[config.mk]
export PLATFORM = sky130hd
export DESIGN_NAME = if_stage
export DESIGN_NICKNAME = d
export VERILOG_FILES = /design/src/rtl/if_stage.sv
export SDC_FILE = /design/constraint.sdc
export NUM_CORES = 1
export LEC_CHECK = 0
export CAP_MARGIN = 20
export CORE_UTILIZATION = 48
export DETAILED_ROUTE_END_ITERATION = 10
export MAX_ROUTING_LAYER = met4
export PLACE_DENSITY_LB_ADDON = 0.12
export SLEW_MARGIN = 25
export SYNTH_ARGS = -nofsm -noshare
export SYNTH_HDL_FRONTEND = slang
export SYNTH_SLANG_ARGS = --single-unit
[constraint.sdc]
create_clock -name clk -period 3.2 [get_ports clk]
set_input_delay 0.48 -clock clk [delete_from_list [all_inputs] [get_ports clk]]
set_output_delay 0.48 -clock clk [all_outputs]
set_load 0.02 [all_outputs]
[src/rtl/if_stage.sv]
// if_stage -- instruction-fetch stage of the pipelined LEGv8 core.
//
// Owns the fetch PC, drives a req/ack instruction-memory port and the IF/ID
// pipeline register. A load-use stall that lands on the same cycle as an ack
// parks that instruction in a one-entry hold buffer. A taken branch from MEM
// redirects the PC and squashes whatever is in flight.
//
// Ports:
//   clk, rst_n                     clock, asynchronous active-low reset
//   stall_i                        hazard-unit stall (hold PC and IF/ID)
//   branch_taken_i/branch_target_i redirect from MEM
//   imem_req_o/imem_addr_o         fetch request and address (registered only)
//   imem_ack_i/imem_rdata_i        fetch response for the current address
//   pc_o                           current fetch PC
//   if_id_valid_o/pc_o/instr_o     IF/ID register (valid=0 is a bubble)
//   if_id_opcode_o                 if_id_instr_o[31:21], to the control unit
//
// INSTR_WIDTH must be 32: the opcode field is taken from bits [31:21].
module if_stage #(
   parameter int unsigned          PC_WIDTH    = 64,
   parameter int unsigned          INSTR_WIDTH = 32,
   parameter logic [PC_WIDTH-1:0]  RESET_PC    = '0
) (
   input  logic                   clk,
   input  logic                   rst_n,
   input  logic                   stall_i,
   input  logic                   branch_taken_i,
   input  logic [PC_WIDTH-1:0]    branch_target_i,
   output logic                   imem_req_o,
   output logic [PC_WIDTH-1:0]    imem_addr_o,
   input  logic                   imem_ack_i,
   input  logic [INSTR_WIDTH-1:0] imem_rdata_i,
   output logic [PC_WIDTH-1:0]    pc_o,
   output logic                   if_id_valid_o,
   output logic [PC_WIDTH-1:0]    if_id_pc_o,
   output logic [INSTR_WIDTH-1:0] if_id_instr_o,
   output logic [10:0]            if_id_opcode_o
);

   typedef enum logic [1:0] {IDLE, REQ, HOLD} fetchStateE;

   typedef struct packed {
      logic [PC_WIDTH-1:0]    pc;
      logic [INSTR_WIDTH-1:0] instr;
   } fetchEntryT;

   fetchStateE             state, stateNext;
   logic [PC_WIDTH-1:0]    pc;
   fetchEntryT             holdBuf;
   logic                   ifIdValid;
   logic [PC_WIDTH-1:0]    ifIdPc;
   logic [INSTR_WIDTH-1:0] ifIdInstr;

   // Datapath strobes. A redirect wins over everything, so every strobe that
   // would consume ack data or the hold buffer is masked by branch_taken_i.
   logic fetchAccept, loadDirect, loadBuf, drainBuf, bubble;

   always_comb begin
      fetchAccept = (state == REQ) && imem_ack_i && !branch_taken_i;
      loadDirect  = fetchAccept && !stall_i;
      loadBuf     = fetchAccept && stall_i;
      drainBuf    = (state == HOLD) && !stall_i && !branch_taken_i;
      bubble      = branch_taken_i || ((state == REQ) && !imem_ack_i && !stall_i);
   end

   // ---------------- FSM: state register ----------------
   always_ff @(posedge clk or negedge rst_n) begin
      if (!rst_n) state <= IDLE;
      else        state <= stateNext;
   end

   // ---------------- FSM: next state ----------------
   always_comb begin
      stateNext = state;
      if (branch_taken_i) begin
         stateNext = REQ;
      end else begin
         case (state)
            IDLE:    stateNext = REQ;
            REQ:     if (imem_ack_i && stall_i) stateNext = HOLD;
            HOLD:    if (!stall_i) stateNext = REQ;
            default: stateNext = IDLE;
         endcase
      end
   end

   // ---------------- FSM: outputs ----------------
   // Request depends on state alone, so no input reaches imem_req_o.
   always_comb begin
      imem_req_o = (state == REQ);
   end

   // ---------------- PC, hold buffer, IF/ID ----------------
   always_ff @(posedge clk or negedge rst_n) begin
      if (!rst_n) begin
         pc        <= RESET_PC;
         holdBuf   <= '0;
         ifIdValid <= 1'b0;
         ifIdPc    <= '0;
         ifIdInstr <= '0;
      end else begin
         // pc + 4 wraps naturally at 2^PC_WIDTH; targets are used unaligned.
         if (branch_taken_i)   pc <= branch_target_i;
         else if (fetchAccept) pc <= pc + PC_WIDTH'(4);

         if (loadBuf) holdBuf <= '{pc: pc, instr: imem_rdata_i};

         // On a redirect only valid is cleared; pc/instr may stay stale.
         if (loadDirect) begin
            ifIdValid <= 1'b1;
            ifIdPc    <= pc;
            ifIdInstr <= imem_rdata_i;
         end else if (drainBuf) begin
            ifIdValid <= 1'b1;
            ifIdPc    <= holdBuf.pc;
            ifIdInstr <= holdBuf.instr;
         end else if (bubble) begin
            ifIdValid <= 1'b0;
         end
      end
   end

   assign imem_addr_o    = pc;
   assign pc_o           = pc;
   assign if_id_valid_o  = ifIdValid;
   assign if_id_pc_o     = ifIdPc;
   assign if_id_instr_o  = ifIdInstr;
   assign if_id_opcode_o = ifIdInstr[31:21];

endmodule

==> results of run 1 <==
## area by class of cell
class	instances	area [um2]	area share
tap	324	405	0.0249
clock inverter	10	129	0.00793
sequential	259	6480	0.399
multi-input combinational	750	4700	0.289
inverter	9	33.8	0.00208
antenna	1	2.50	0.000154
clock buffer	39	831	0.0511
timing repair buffer	363	3670	0.226
## logic make-up (layout without fill, tap and decap cells)
logic type / after synthesis / after routing
xor gates and xnor gates: 35 / 35
DFF: 259 / 259
muxes: 99 / 99
adders and majority gates: 1 / 1
other: 0 / 1
AOI/OAI and AO/OA: 192 / 192
and+or+nand+nor: 423 / 423
buffers and inverters: 155 / 421
## Yosys cell counts, types with 2 or more instances
cell type | n | share of area
nor3_1 | 10 | 0.0042
and4_1 | 8 | 0.0058
and2_1 | 6 | 0.0031
nand4_1 | 25 | 0.013
nand3_1 | 23 | 0.0096
a211o_1 | 2 | 0.0015
buf_4 | 75 | 0.047
o31ai_1 | 4 | 0.0025
nand4b_1 | 2 | 0.0015
a21oi_1 | 6 | 0.0025
mux2i_1 | 4 | 0.0033
buf_1 | 2 | 0.00062
or4_1 | 7 | 0.0044
xnor2_1 | 21 | 0.015
nand2_1 | 257 | 0.080
nor4_1 | 12 | 0.0062
dfrtp_1 | 259 | 0.54
clkbuf_1 | 68 | 0.021
a22oi_1 | 95 | 0.059
o31a_1 | 4 | 0.0029
o21ai_0 | 55 | 0.023
mux2_2 | 95 | 0.089
xor2_1 | 14 | 0.010
nand2b_1 | 4 | 0.0021
and3_1 | 6 | 0.0031
a31oi_1 | 21 | 0.011
inv_1 | 9 | 0.0028
or3_1 | 18 | 0.0094
nor2_1 | 33 | 0.010
## metrics by stage
step                hold slack [ps]  area (um2)  power [mW]  utilization  setup slack [ps]
finish                          275       16300        10.4        0.664               407
global route                    282       16300        10.8        0.664               284
CTS                             248       16200        10.5        0.664               413
detailed placement              461       15300        7.09        0.625               326
global placement                457       15300        7.02        0.625               372
floorplan                       184       12000        5.82            -               630
## path summary, 6_finish.rpt
path	start	to	slack, ps	cells after the start
max	imem_addr_o[12]	imem_addr_o[56]	410	5
min in group asynchronous	rst_n	if_id_instr_o[16]	490	2
max in group asynchronous	rst_n	holdBuf[90]	1850	3
min reg2reg	if_id_pc_o[54]	if_id_pc_o[54]	470	2
min	branch_taken_i	imem_addr_o[26]	280	2
max reg2reg	imem_addr_o[12]	imem_addr_o[56]	410	5
## registers in the layout, summed over array words and instances (netlist names)
register and flops:
state 2, holdBuf 96, imem_addr_o 64, if_id_pc_o 64
if_id_instr_o 32, if_id_valid_o 1
## critical path: stages, from the launching register on
cell and delay [ps]:
dfrtp_1 530, nand4_4 200, or3_4 490, or4_4 730
or4_1 540, a31oi_1 170
## routing by layer
metal	vias to the layer above	wire length (um)	global-route usage
met5	-	0	-
met1	4764	14100	0.344
met3	60	2130	0.0501
met4	0	830	0.0784
met2	313	15700	0.411
li1	4509	-	-
## where the power goes
part           switching, mW  leakage, nW  internal (mW)
Clock                   1.31        0.483           2.03
Sequential             0.490         3.14           3.93
Combinational           1.28         3.32           1.32
Total                   3.08         6.94           7.29
## timing repair
action / in CTS / in global routing
endpoints found under the hold margin: 67 / 0
setup buffers: 0 / 0
hold buffers: 1 / 0
==> results.sh, run 1 <==
export IMPL_outcome="complete, no violations"
export IMPL_netlist_instances=1164
export IMPL_routedWlPerCell_um=18.7
export IMPL_critical_path_class="reg -> reg"
export IMPL_worst_path_max_fanout=29
export IMPL_grt_overflow=0
export IMPL_grt_max_degree=97
export IMPL_finClkSkew_ps=27.6
export IMPL_hold_path_class="in -> reg"
export IMPL_cts_root_buf="clkbuf_16"
export IMPL_synth_edf_count=0
export IMPL_synth_compound_area_frac=0.106
export IMPL_ys_seq_area_frac=0.539
export IMPL_synthArstFlopShare=1.00
export IMPL_rows=57
export IMPL_final_cell_mix="335 x clkdlybuf4s50_1, 259 x dfrtp_1, 257 x nand2_1"
export IMPL_initialDrtViolationCount=705
export IMPL_synth_top_family_by_area="simple AND/OR/NAND/NOR gates"
export IMPL_clkSinkCount=259
export IMPL_clk_pin_slew_worst_paths_ps=70
export IMPL_synthAdderAreaFrac=0.00104
export IMPL_via_per_inst=5.50
export IMPL_ir_drop_mv=0.432
export IMPL_ys_seq_elements=259
export IMPL_syn_num_nets=1266
export IMPL_dieWidth_um=160
export IMPL_synth_cell_types=48
export IMPL_final_common_cell="clkdlybuf4s50_1"
export IMPL_worstSetupStartpointType="register"
export IMPL_start_util=0.491
export IMPL_fin_cells=1755
export IMPL_timing_final_crit_share=0.873
export IMPL_drc_errors=0
export IMPL_ys_warn_count=0
export IMPL_clk_latency_ps=550
export IMPL_vias=9646
export IMPL_dp_hpwl_mm=21.8
export IMPL_syn_area_per_cell_um2=10.3
export IMPL_port_buffers=337
export IMPL_clockBufferDepth=3
export IMPL_synth_simple_gate_area_share=0.163
export IMPL_die_height_um=160
export IMPL_crit_path_end_kind="register"
export IMPL_area_delta_synth_final_pct=35.2
export IMPL_tns_ps=0
export IMPL_cts_resized=0
export IMPL_fillers=1966
export IMPL_ys_dominant_reg_cell="dfrtp_1"
export IMPL_leakage_nw=6.94
export IMPL_max_slew_margin=0.604
export IMPL_mappedNetlistArea_um2=12000
export IMPL_ios=338
export IMPL_gp_congestion=0.806
export IMPL_power_density_nw_per_um2=639
export IMPL_cts_tree="yes"
export IMPL_drive_gt1_frac=0.126
export IMPL_routed_wl_mm=32.8
export IMPL_max_freq_mhz=358
export IMPL_antenna_found_initial=1
export IMPL_drv_slew=0
export IMPL_dieArea_um2=25700
export IMPL_min_period_ps=2790
export IMPL_nNetsFinal=1512
export IMPL_worstMarginPinSlew_ps=594
export IMPL_critPathRequiredTime_ps=3650
export IMPL_rsz0062_at_grt="no"
export IMPL_track_usage=0.262
export IMPL_first_pass_iters=5
export IMPL_ant_nets=0
export IMPL_cts_max_level=1
export IMPL_synth_xor_area_frac=0.0255
export IMPL_finalSetupViolCount=0
export IMPL_dp_cells=1704
export IMPL_worstPathArrival_ps=3240
export IMPL_timing_hold_violations_final=0
export IMPL_grt_pass1_wl_mm=52.1
export IMPL_grt_pass1_vias=9346
export IMPL_synth_mux_area_frac=0.0923
export IMPL_drv_cap=0
export IMPL_core_um2=24500
export IMPL_cts_buffers=27
(Power assumes the default switching activity.)
==> inputs of run 2 (changes only) <==
Settings changed: TNS_END_PERCENT set to 1.
==> results of run 2 <==
The final DEF is identical to that of run 1; final timing and power are the same.
